[config.mk]
export PLATFORM = sky130hd
export DESIGN_NAME = r2sdf_fxp_stage
export DESIGN_NICKNAME = d
export VERILOG_FILES = /design/src/rtl/r2sdf_fxp_stage_pkg.sv /design/src/rtl/r2sdf_fxp_stage_delay.sv /design/src/rtl/r2sdf_fxp_stage.sv
export SDC_FILE = /design/constraint.sdc
export NUM_CORES = 2
export LEC_CHECK = 0
export ABC_AREA = 1
export BUFFER_PORTS_ARGS = -buffer_cell sky130_fd_sc_hd__buf_2
export CAP_MARGIN = 40
export CORE_MARGIN = 2
export CORE_UTILIZATION = 60
export DETAILED_ROUTE_END_ITERATION = 8
export PLACE_DENSITY = 0.76
export SYNTH_ARGS = -nofsm -noshare
export SYNTH_HDL_FRONTEND = slang
export SYNTH_HIERARCHICAL = 1
export SYNTH_SLANG_ARGS = --single-unit
[constraint.sdc]
create_clock -name clk -period 21.5 [get_ports clk]
set_input_delay 0 -clock clk [delete_from_list [all_inputs] [get_ports clk]]
set_output_delay 0 -clock clk [all_outputs]
set_load 0.05 [all_outputs]
[src/rtl/r2sdf_fxp_stage_pkg.sv]
// Shared definitions for the fixed-point R2SDF FFT stages.
//   acc_t / cplx_t : wide signed container for full-precision intermediate products
//   rnd_sat        : round half-up at a bit position, then saturate to a signed width
//   twiddle_rom    : quantised twiddle value, evaluated at elaboration time
package r2sdf_fxp_stage_pkg;

    localparam int MAX_LOG2N = 12;
    localparam int ACC_W     = 64;

    typedef logic signed [ACC_W-1:0] acc_t;

    typedef struct packed {
        acc_t re;
        acc_t im;
    } cplx_t;

    // Arithmetic shift right by 'shift' with half-LSB added first (half toward +inf),
    // then clamp into the range of an 'ow'-bit two's complement value.
    function automatic acc_t rnd_sat(input acc_t val, input int shift, input int ow);
        acc_t r;
        acc_t hi;
        acc_t lo;
        r = val;
        if (shift > 0)
            r = (val + (acc_t'(1) <<< (shift - 1))) >>> shift;
        hi = (acc_t'(1) <<< (ow - 1)) - acc_t'(1);
        lo = -hi - acc_t'(1);
        if (r > hi)
            r = hi;
        else if (r < lo)
            r = lo;
        return r;
    endfunction

    // W^k = exp(-j*2*pi*k/2^log2n) in Q1.(tw-1); +1.0 maps to 2^(tw-1)-1 so the
    // table never needs the unrepresentable +2^(tw-1). im=1 selects the imaginary part.
    function automatic int twiddle_rom(input int log2n, input int tw, input int k, input bit im);
        real ang;
        real amp;
        real v;
        if (log2n > MAX_LOG2N)
            return 0;
        ang = 6.283185307179586 * real'(k) / real'(1 << log2n);
        amp = real'((1 << (tw - 1)) - 1);
        v   = im ? -$sin(ang) * amp : $cos(ang) * amp;
        return $rtoi((v >= 0.0) ? v + 0.5 : v - 0.5);
    endfunction

endpackage

[src/rtl/r2sdf_fxp_stage_delay.sv]
// Feedback delay line of an R2SDF stage (read-before-write, advances on en).
//   clk, rst_n : clock, asynchronous active-low reset
//   clr        : synchronous clear (takes priority over en)
//   en         : advance the line by one entry
//   d          : value written this cycle
//   q          : value written DEPTH enabled cycles earlier
module r2sdf_delay_line #(
    parameter int DEPTH = 4,
    parameter int W     = 17
) (
    input  logic         clk,
    input  logic         rst_n,
    input  logic         clr,
    input  logic         en,
    input  logic [W-1:0] d,
    output logic [W-1:0] q
);

    if (DEPTH == 1) begin : g_reg
        logic [W-1:0] r;
        always_ff @(posedge clk or negedge rst_n) begin
            if (!rst_n)
                r <= '0;
            else if (clr)
                r <= '0;
            else if (en)
                r <= d;
        end
        assign q = r;
    end else if (DEPTH < 32) begin : g_sr
        logic [W-1:0] sr [DEPTH];
        always_ff @(posedge clk or negedge rst_n) begin
            if (!rst_n) begin
                for (int i = 0; i < DEPTH; i++)
                    sr[i] <= '0;
            end else if (clr) begin
                for (int i = 0; i < DEPTH; i++)
                    sr[i] <= '0;
            end else if (en) begin
                sr[0] <= d;
                for (int i = 1; i < DEPTH; i++)
                    sr[i] <= sr[i-1];
            end
        end
        assign q = sr[DEPTH-1];
    end else begin : g_ram
        // Deep lines use a circular buffer so they can map onto RAM. Only the pointer
        // is cleared: every entry is rewritten before its read can be flagged valid.
        localparam int PW = $clog2(DEPTH);
        logic [W-1:0]  mem [DEPTH];
        logic [PW-1:0] ptr;
        always_ff @(posedge clk or negedge rst_n) begin
            if (!rst_n)
                ptr <= '0;
            else if (clr)
                ptr <= '0;
            else if (en)
                ptr <= (ptr == PW'(DEPTH - 1)) ? '0 : ptr + PW'(1);
        end
        always_ff @(posedge clk) begin
            if (en && !clr)
                mem[ptr] <= d;
        end
        assign q = mem[ptr];
    end

endmodule

[src/rtl/r2sdf_fxp_stage.sv]
// One fixed-point radix-2 DIF single-path-delay-feedback FFT stage.
//   clk, rst_n        : clock, asynchronous active-low reset
//   flush             : synchronous clear of counter, delay line, primed flag and outputs
//   inv               : 1 = inverse (conjugated twiddles), sampled at each frame start
//   in_valid/re/im    : input sample stream
//   out_valid/re/im   : output stream, two cycles after the accepting cycle
module r2sdf_fxp_stage
    import r2sdf_fxp_stage_pkg::*;
#(
    parameter int LOG2N = 3,
    parameter int S     = 1,
    parameter int DW    = 16,
    parameter int TW    = 16,
    parameter int SCALE = 1,
    localparam int OW   = (SCALE != 0) ? DW : DW + 1
) (
    input  logic                 clk,
    input  logic                 rst_n,
    input  logic                 flush,
    input  logic                 inv,
    input  logic                 in_valid,
    input  logic signed [DW-1:0] in_re,
    input  logic signed [DW-1:0] in_im,
    output logic                 out_valid,
    output logic signed [OW-1:0] out_re,
    output logic signed [OW-1:0] out_im
);

    localparam int D    = 1 << (LOG2N - S);
    localparam int CNTW = LOG2N - S + 1;
    localparam int BW   = DW + 1;

    logic [CNTW-1:0]      cnt;
    logic                 primed;
    logic                 inv_q;
    logic                 ph;
    logic                 inv_eff;
    logic                 dl_en;

    logic signed [BW-1:0] x_re, x_im;
    logic signed [BW-1:0] dl_re, dl_im;
    logic signed [BW-1:0] sum_re, sum_im;
    logic signed [BW-1:0] dif_re, dif_im;
    logic signed [BW-1:0] dl_d_re, dl_d_im;

    logic signed [TW-1:0] rom_re [D];
    logic signed [TW-1:0] rom_im [D];
    logic signed [TW-1:0] w_re, w_im;

    logic                 s1_v, s1_a;
    logic signed [BW-1:0] s1_re, s1_im;
    logic signed [TW-1:0] s1_wr, s1_wi;
    cplx_t                prod;

    assign ph      = cnt[CNTW-1];
    assign x_re    = BW'(in_re);
    assign x_im    = BW'(in_im);
    assign dl_en   = in_valid & ~flush;
    // The sample at cnt==0 already belongs to the new frame, so it sees inv directly.
    assign inv_eff = (cnt == '0) ? inv : inv_q;

    always_comb begin
        sum_re  = BW'(rnd_sat(acc_t'(dl_re) + acc_t'(x_re), SCALE, BW));
        sum_im  = BW'(rnd_sat(acc_t'(dl_im) + acc_t'(x_im), SCALE, BW));
        dif_re  = BW'(rnd_sat(acc_t'(dl_re) - acc_t'(x_re), SCALE, BW));
        dif_im  = BW'(rnd_sat(acc_t'(dl_im) - acc_t'(x_im), SCALE, BW));
        dl_d_re = ph ? dif_re : x_re;
        dl_d_im = ph ? dif_im : x_im;
    end

    r2sdf_delay_line #(.DEPTH(D), .W(BW)) u_dl_re (
        .clk   (clk),
        .rst_n (rst_n),
        .clr   (flush),
        .en    (dl_en),
        .d     (dl_d_re),
        .q     (dl_re)
    );

    r2sdf_delay_line #(.DEPTH(D), .W(BW)) u_dl_im (
        .clk   (clk),
        .rst_n (rst_n),
        .clr   (flush),
        .en    (dl_en),
        .d     (dl_d_im),
        .q     (dl_im)
    );

    for (genvar i = 0; i < D; i++) begin : g_rom
        localparam int WR = twiddle_rom(LOG2N, TW, i << (S - 1), 1'b0);
        localparam int WI = twiddle_rom(LOG2N, TW, i << (S - 1), 1'b1);
        assign rom_re[i] = TW'(WR);
        assign rom_im[i] = TW'(WI);
    end

    if (D > 1) begin : g_idx
        assign w_re = rom_re[cnt[CNTW-2:0]];
        assign w_im = rom_im[cnt[CNTW-2:0]];
    end else begin : g_one
        assign w_re = rom_re[0];
        assign w_im = rom_im[0];
    end

    always_comb begin
        prod.re = acc_t'(s1_re) * acc_t'(s1_wr) - acc_t'(s1_im) * acc_t'(s1_wi);
        prod.im = acc_t'(s1_re) * acc_t'(s1_wi) + acc_t'(s1_im) * acc_t'(s1_wr);
    end

    always_ff @(posedge clk or negedge rst_n) begin
        if (!rst_n) begin
            cnt       <= '0;
            primed    <= 1'b0;
            inv_q     <= 1'b0;
            s1_v      <= 1'b0;
            s1_a      <= 1'b0;
            s1_re     <= '0;
            s1_im     <= '0;
            s1_wr     <= '0;
            s1_wi     <= '0;
            out_valid <= 1'b0;
            out_re    <= '0;
            out_im    <= '0;
        end else if (flush) begin
            cnt       <= '0;
            primed    <= 1'b0;
            inv_q     <= 1'b0;
            s1_v      <= 1'b0;
            s1_a      <= 1'b0;
            s1_re     <= '0;
            s1_im     <= '0;
            s1_wr     <= '0;
            s1_wi     <= '0;
            out_valid <= 1'b0;
            out_re    <= '0;
            out_im    <= '0;
        end else begin
            if (in_valid) begin
                cnt <= cnt + CNTW'(1);
                if (cnt == '0)
                    inv_q <= inv;
                if (&cnt)
                    primed <= 1'b1;
            end
            // Phase-A outputs before the first full frame carry no real difference data.
            s1_v  <= in_valid & (ph | primed);
            s1_a  <= ~ph;
            s1_re <= ph ? sum_re : dl_re;
            s1_im <= ph ? sum_im : dl_im;
            s1_wr <= w_re;
            s1_wi <= inv_eff ? -w_im : w_im;

            out_valid <= s1_v;
            out_re    <= s1_a ? OW'(rnd_sat(prod.re, TW - 1, OW)) : OW'(rnd_sat(acc_t'(s1_re), 0, OW));
            out_im    <= s1_a ? OW'(rnd_sat(prod.im, TW - 1, OW)) : OW'(rnd_sat(acc_t'(s1_im), 0, OW));
        end
    end

endmodule

=== Word-level counts from Yosys, hierarchy flattened ===
Index checks and enable logic that the tools add are counted.

* Flip-flop bits (word level): 242
* Input bits: 37
* Output and inout port bits: 33
* Word-level logic and storage cells: 119

* Add/subtract/negate cells: 14
* $mul: 4
* $lt $le $gt $ge: 17
* Multiplexer cells: 52
* Bitwise operators: 6
* Reductions and logical operators: 6

{| class="wikitable"
|+ Operators with widths
! operator !! number
|-
| $mux 16 || 19
|-
| $mux 68 || 4
|-
| $mux 17 || 14
|-
| $mul 17x16->33 || 4
|-
| $gt 64x16->1 const B || 2
|-
| $lt 64x16->1 const B || 2
|-
| $mux 64 || 2
|-
| $add 18x2->19 const B || 4
|-
| $gt 18x17->1 const B || 4
|-
| $lt 18x17->1 const B || 4
|-
| $add 34x16->35 const B || 2
|-
| $bmux 16 s2 || 2
|-
| $add 17x16->18 || 2
|-
| $sub 17x16->18 || 2
|-
| $add 33x33->34 || 1
|-
| $gt 17x16->1 const B || 2
|-
| $lt 17x16->1 const B || 2
|-
| $sub 33x33->34 || 1
|-
| $neg 16->16 || 1
|-
| $mux 1 || 9
|-
| $mux 3 || 2
|-
| $reduce_bool 2->1 || 3
|-
| $add 3x1->3 const B || 1
|-
| $ge 3x3->1 const B || 1
|-
| other kinds (7) || 9
|}

=== Longest topological paths before layout ===
* Depth in word-level cells: 9
* Gate-level depth with buffers: 36
* Depth with buffers taken out: 33

=== Cells and area by module ===
The synthesis kept the hierarchy.

{| class="wikitable"
|+ By module, submodules not included
! module !! times used !! cells each !! area an instance (µm²) !! sequential area each (µm²)
|-
| r2sdf_fxp_stage || 1 || 5407 || 47191.5 || 2102.0
|-
| r2sdf_delay_line || 2 || 313 || 2815.2 || 1701.6
|}

=== Worst setup path before layout ===
OpenSTA, ideal clock, no wires.

* Path kind: reg2reg
* Start: register s1_im[16]
* End: register out_im[10]
* Library setup time: 0.121 ns
* Arrival: 8.533 ns
* Data required time: 21.379 ns
* Path slack: 12.846 ns
* Cell stages (with the launch flop): 31
* Buffers on the path: 2
* Clock period less this slack: 8.654 ns
* Path through: dfrtp_1 -> clkbuf_1 -> nand2_1 -> inv_1 -> fa_1 -> fa_1 -> inv_1 -> fa_1 -> fa_1 -> inv_1 -> fa_1 -> fa_1 -> inv_1 -> fa_1 -> fa_1 -> inv_1 -> ha_1 -> nand2_1 -> nand2_1 -> o21bai_1 -> nand2_1 -> nand3_1 -> nor2_1 -> nand2_1 -> nand2_1 -> nand2_1 -> nor2_1 -> nand2_1 -> a21oi_4 -> buf_6 -> a21oi_2

* Word-level cells in the longest chain between the ends: 9
* Elaborated cells on any way between the ends: 14
* Classes of those cells: add/sub: 2; mul: 1; order compare: 4; mux: 7

{| class="wikitable"
|+ Ends and longest elaborated chain
! item !! RTL line !! RTL
|-
| start: declaration || r2sdf_fxp_stage.sv:51 || <nowiki>logic signed [BW-1:0] s1_re, s1_im;</nowiki>
|-
| start signal: assignment || r2sdf_fxp_stage.sv:148 || <nowiki>s1_im <= ph ? sum_im : dl_im;</nowiki>
|-
| $mul 17x16->33 || r2sdf_fxp_stage.sv:106 || <nowiki>prod.im = acc_t'(s1_re) * acc_t'(s1_wi) + acc_t'(s1_im) * acc_t'(s1_wr);</nowiki>
|-
| $add 33x33->34 || r2sdf_fxp_stage.sv:106 ||
|-
| $add 34x16->35 || r2sdf_fxp_stage_pkg.sv:25 || <nowiki>r = (val + (acc_t'(1) <<< (shift - 1))) >>> shift;</nowiki>
|-
| $mux 64 || r2sdf_fxp_stage.sv:123 || <nowiki>end else if (flush) begin</nowiki>
|-
| $lt 64x16->1 || r2sdf_fxp_stage_pkg.sv:30 || <nowiki>else if (r < lo)</nowiki>
|-
| $mux 16 || r2sdf_fxp_stage_pkg.sv:30 ||
|-
| $mux 16 || r2sdf_fxp_stage_pkg.sv:28 || <nowiki>if (r > hi)</nowiki>
|-
| $mux 16 * || r2sdf_fxp_stage.sv:154 || <nowiki>out_im <= s1_a ? OW'(rnd_sat(prod.im, TW - 1, OW)) : OW'(rnd_sat(acc_t'(s1_im), 0, OW));</nowiki>
|-
| $mux 16 * || r2sdf_fxp_stage.sv:123 ||
|-
| end signal: assignment || r2sdf_fxp_stage.sv:154 ||
|-
| end: declaration || r2sdf_fxp_stage.sv:26 || <nowiki>output logic signed [OW-1:0] out_im</nowiki>
|}

Every way passes the cells marked *; elsewhere a longest branch is shown, timed or not. The select of a mux whose other input is x is not followed.
A chain may end at the register's enable or synchronous reset.

=== Worst setup path in the final report ===
* Start: register s1_wi[3]
* End: register out_im[2]

* Word-level cells in the longest chain between the ends: 9
* Elaborated cells on any way between the ends: 10
* Classes of those cells: add/sub: 2; mul: 1; order compare: 2; mux: 5

{| class="wikitable"
|+ Ends and longest elaborated chain
! item !! RTL line !! RTL
|-
| start: declaration || r2sdf_fxp_stage.sv:52 || <nowiki>logic signed [TW-1:0] s1_wr, s1_wi;</nowiki>
|-
| start signal: assignment || r2sdf_fxp_stage.sv:150 || <nowiki>s1_wi <= inv_eff ? -w_im : w_im;</nowiki>
|-
| $mul 17x16->33 * || r2sdf_fxp_stage.sv:106 ||
|-
| $add 33x33->34 * || r2sdf_fxp_stage.sv:106 ||
|-
| $add 34x16->35 * || r2sdf_fxp_stage_pkg.sv:25 ||
|-
| $mux 64 * || r2sdf_fxp_stage.sv:123 ||
|-
| $lt 64x16->1 || r2sdf_fxp_stage_pkg.sv:30 ||
|-
| $mux 16 || r2sdf_fxp_stage_pkg.sv:30 ||
|-
| $mux 16 * || r2sdf_fxp_stage_pkg.sv:28 ||
|-
| $mux 16 * || r2sdf_fxp_stage.sv:154 ||
|-
| $mux 16 * || r2sdf_fxp_stage.sv:123 ||
|}

Marks and branches as above.

==> impl_metrics.json <==
{
  "synthCells": 6033,
  "power_density_nw_per_um2": 37.7,
  "ir_worst_vdd_mv": 0.0852,
  "pwr-share-clk_pct": 21.1,
  "worstPathRequired_ns": 21.92,
  "hp-class": "primary input to async pin",
  "io_pins": 70,
  "dieArea_um2": 90400,
  "fin_area_um2": 55400,
  "synth_fp_nets": 7702,
  "clkTransAtPathRegs_ns": 0.07,
  "viasPerCell": 5.31,
  "skew_ns": 0.0362,
  "clock_sinks": 220,
  "io_buffers": 69,
  "max_freq_mhz": 109,
  "place.gp.congestion": 0.967,
  "ys_ff_latch": 220,
  "ys_async_sr_fraction_pct": 100,
  "slew_headroom_pct": 35.0,
  "vias": 38300,
  "start_util_pct": 60.7,
  "pre_cts_ws_ns": 12.34,
  "drt_iter0_drc": 2584,
  "area_growth_pct": 4.90,
  "rows": 108,
  "cts_resized": 0,
  "fin_ws_ns": 12.31,
  "die_y_um": 301,
  "drc_errors": 0,
  "worstPathMaxFanout": 64,
  "cts-root-buf": "clkbuf_16",
  "totalWireLength_um": 140000,
  "critical_path_class": "flip-flop to flip-flop",
  "worst_slew_pin_slew_ns": 0.975,
  "holdWs_ns": 0.0871,
  "ant_nets": 0,
  "post-route-period-util_pct": 42.7,
  "synth-seq-area-share_pct": 10.4,
  "slowest_delay_ns": 0.78,
  "cap_violations": 0,
  "synth_edf_count": 0,
  "critPathLaunchType": "flip-flop",
  "period_needed_ns": 9.19,
  "drive_gt1_share_pct": 4.43,
  "cts_buffers": 23,
  "netSwitchingPower_w": 0.00103,
  "outcome": "finished, final reports clean",
  "cts_tree": "done",
  "switching_share_pct": 49.3,
  "slew_violations": 0,
  "seqPwrFrac_pct": 21.5,
  "avgRoutedWirePerCell_um": 19.4,
  "ys.flop_type": "dfrtp_1",
  "placed_area_um2": 54200,
  "cp.arrival_ns": 9.61,
  "crit_slowest_cell": "fa_1",
  "synth_cell_type_count": 49,
  "syn_area_um2": 52800,
  "nNetsFinal": 7702,
  "p_leak_nw": 32.4,
  "die_x_um": 301,
  "setup-tns-final_ns": 0,
  "nFillCells": 7298,
  "intPower_w": 0.00106,
  "ys.warnings.count": 6,
  "grtUsageTotal_pct": 32.7,
  "insertion_delay_ns": 0.57,
  "dp.final_hpwl_um": 117000,
  "worst_setup_path_end_kind": "flip-flop",
  "avgSynthCellArea_um2": 8.76,
  "finalHoldViolations": 0,
  "cts_buffer_depth": 3,
  "rsz0062_at_grt": "false",
  "grt_max_degree": 108,
  "drt_pass1_iterations": 6,
  "design.core.area_um2": 87000,
  "finalSetupViolCount": 0,
  "grt_pass1_vias": 41100,
  "htree_levels": 1,
  "cp_common_cell": "fa_1",
  "grt_first_pass_wirelength_um": 225000,
  "final_core_util_pct": 63.7,
  "gr-total-overflow": 0,
  "antenna_found_initial": 5,
  "power_frac_comb_pct": 57.4
}
## final cells by class
cell class / instances / area (um^2) / area share (%)
Clock buffer: 25 / 593 / 1.07
Tap cell: 1155 / 1450 / 2.61
Inverter: 1733 / 6500 / 11.7
Timing Repair Buffer: 165 / 1280 / 2.31
Antenna cell: 2 / 5.00 / 0.00903
Clock inverter: 16 / 233 / 0.420
Multi-Input combinational cell: 3890 / 39800 / 71.9
Sequential cell: 220 / 5510 / 9.94
## power groups by stage
| stage | registers [W] | logic, W | clock network (W) |
|---|---|---|---|
| finish | 0.000449 | 0.00120 | 0.000440 |
| global route | 0.000451 | 0.00132 | 0.000463 |
| CTS | 0.000449 | 0.00117 | 0.000451 |
| detailed placement | 0.000457 | 0.00116 | 0 |
| global placement | 0.000457 | 0.00114 | 0 |
| floorplan | 0.000500 | 0.000783 | 0 |
## worst max-delay path, delay by kind of cell, from the launching register on
kind / cells / cell delay [ns]
flip-flops: 1 / 0.35
buffers and inverters: 8 / 1.53
AND/OR/NAND/NOR: 9 / 1.43
AO/OA/AOI/OAI: 2 / 0.61
adder cells (fa/ha/maj): 10 / 5.12
## metal layers
metal  share of wire [%]  GRT usage [%]  vias to the layer above
li1                    -              -                    17500
met1                  40           43.8                    19200
met2                  47           52.7                     1321
met3                 8.1           5.89                      292
met4                 5.2           13.9                        4
met5               0.022              0                        -
## timing repair
item | CTS | global route
setup buffers | 0 | 0
hold buffers | 36 | 0
endpoints found under the hold margin | 160 | 0
## cells by family (layout without fill, tap and decap cells)
group / after synthesis / after routing / synth area share (%)
flip-flops: 220 / 220 / 10.4
buffers and inverters: 1923 / 1939 / 14.2
XOR/XNOR: 101 / 101 / 1.67
AND/OR/NAND/NOR: 1713 / 1713 / 13.3
AO/OA/AOI/OAI: 444 / 444 / 4.72
adder cells (fa/ha/maj): 1632 / 1632 / 55.7
other: 0 / 2 / 0
## cells in the mapped netlist, types with 18 or more instances
library cell | number | area (um^2)
clkbuf_1 | 97 | 364
buf_2 | 23 | 115
dfrtp_1 | 220 | 5510
o21bai_1 | 22 | 165
fa_1 | 1198 | 24000
xnor2_1 | 38 | 333
nand2_2 | 28 | 175
ha_1 | 434 | 5430
xor2_1 | 63 | 552
nor2_1 | 233 | 875
o21ai_0 | 131 | 656
a21oi_2 | 20 | 175
inv_1 | 1728 | 6490
or2_2 | 27 | 169
nand2_1 | 1137 | 4270
a21oi_1 | 206 | 1030
nand3_1 | 224 | 1120
nand4_1 | 18 | 113
buf_4 | 47 | 353
## worst paths after layout
check / startpoint / end / slack, ns / cells past startpoint
setup / recovery: s1_wi[3]$_DFF_PN0_ / out_im[2]$_DFF_PN0_ / 12.31 / 29
hold reg to reg: u_dl_im/g_sr.sr[43]$_DFFE_PN0P_ / u_dl_im/g_sr.sr[43]$_DFFE_PN0P_ / 0.47 / 2
hold / removal: rst_n / u_dl_im/g_sr.sr[55]$_DFFE_PN0P_ / 0.09 / 2
min in group clk: in_valid / inv_q$_DFFE_PN0P_ / 0.32 / 5
max in group asynchronous: rst_n / out_im[7]$_DFF_PN0_ / 20.01 / 3
setup reg to reg: s1_wi[3]$_DFF_PN0_ / out_im[2]$_DFF_PN0_ / 12.31 / 29
## cell usage in the layout (no fill, tap or decap), types with 23 or more instances in the layout
cell type	count
or2_2	27
inv_1	1726
dfrtp_1	217
fa_1	1198
ha_1	434
a21oi_1	206
buf_2	68
xor2_1	63
buf_4	52
nand3_1	224
nor2_1	232
xnor2_1	38
dlygate4sd3_1	36
o21ai_0	131
clkbuf_16	23
nand2_2	28
nand2_1	1137
## metrics by stage
step | instances | power, W
final | 7206 | 0.00209
after global routing | 7205 | 0.00223
after detailed placement | 7126 | 0.00162
after floorplan | 6033 | 0.00128
after global placement | 7118 | 0.00160
after CTS | 7203 | 0.00207
## state kept, by name, summed over array words and instances (netlist names)
register,flops
out_im,16
u_dl_im/g_sr.sr,51
u_dl_re/g_sr.sr,51
primed,1
u_dl_re/q,17
s1_re,17
inv_q,1
s1_im,17
s1_a,1
u_dl_im/q,17
out_re,16
s1_wi,5
s1_wr,5
out_valid,1
cnt,3
s1_v,1
No activity file was read; power rests on OpenSTA's default activity.
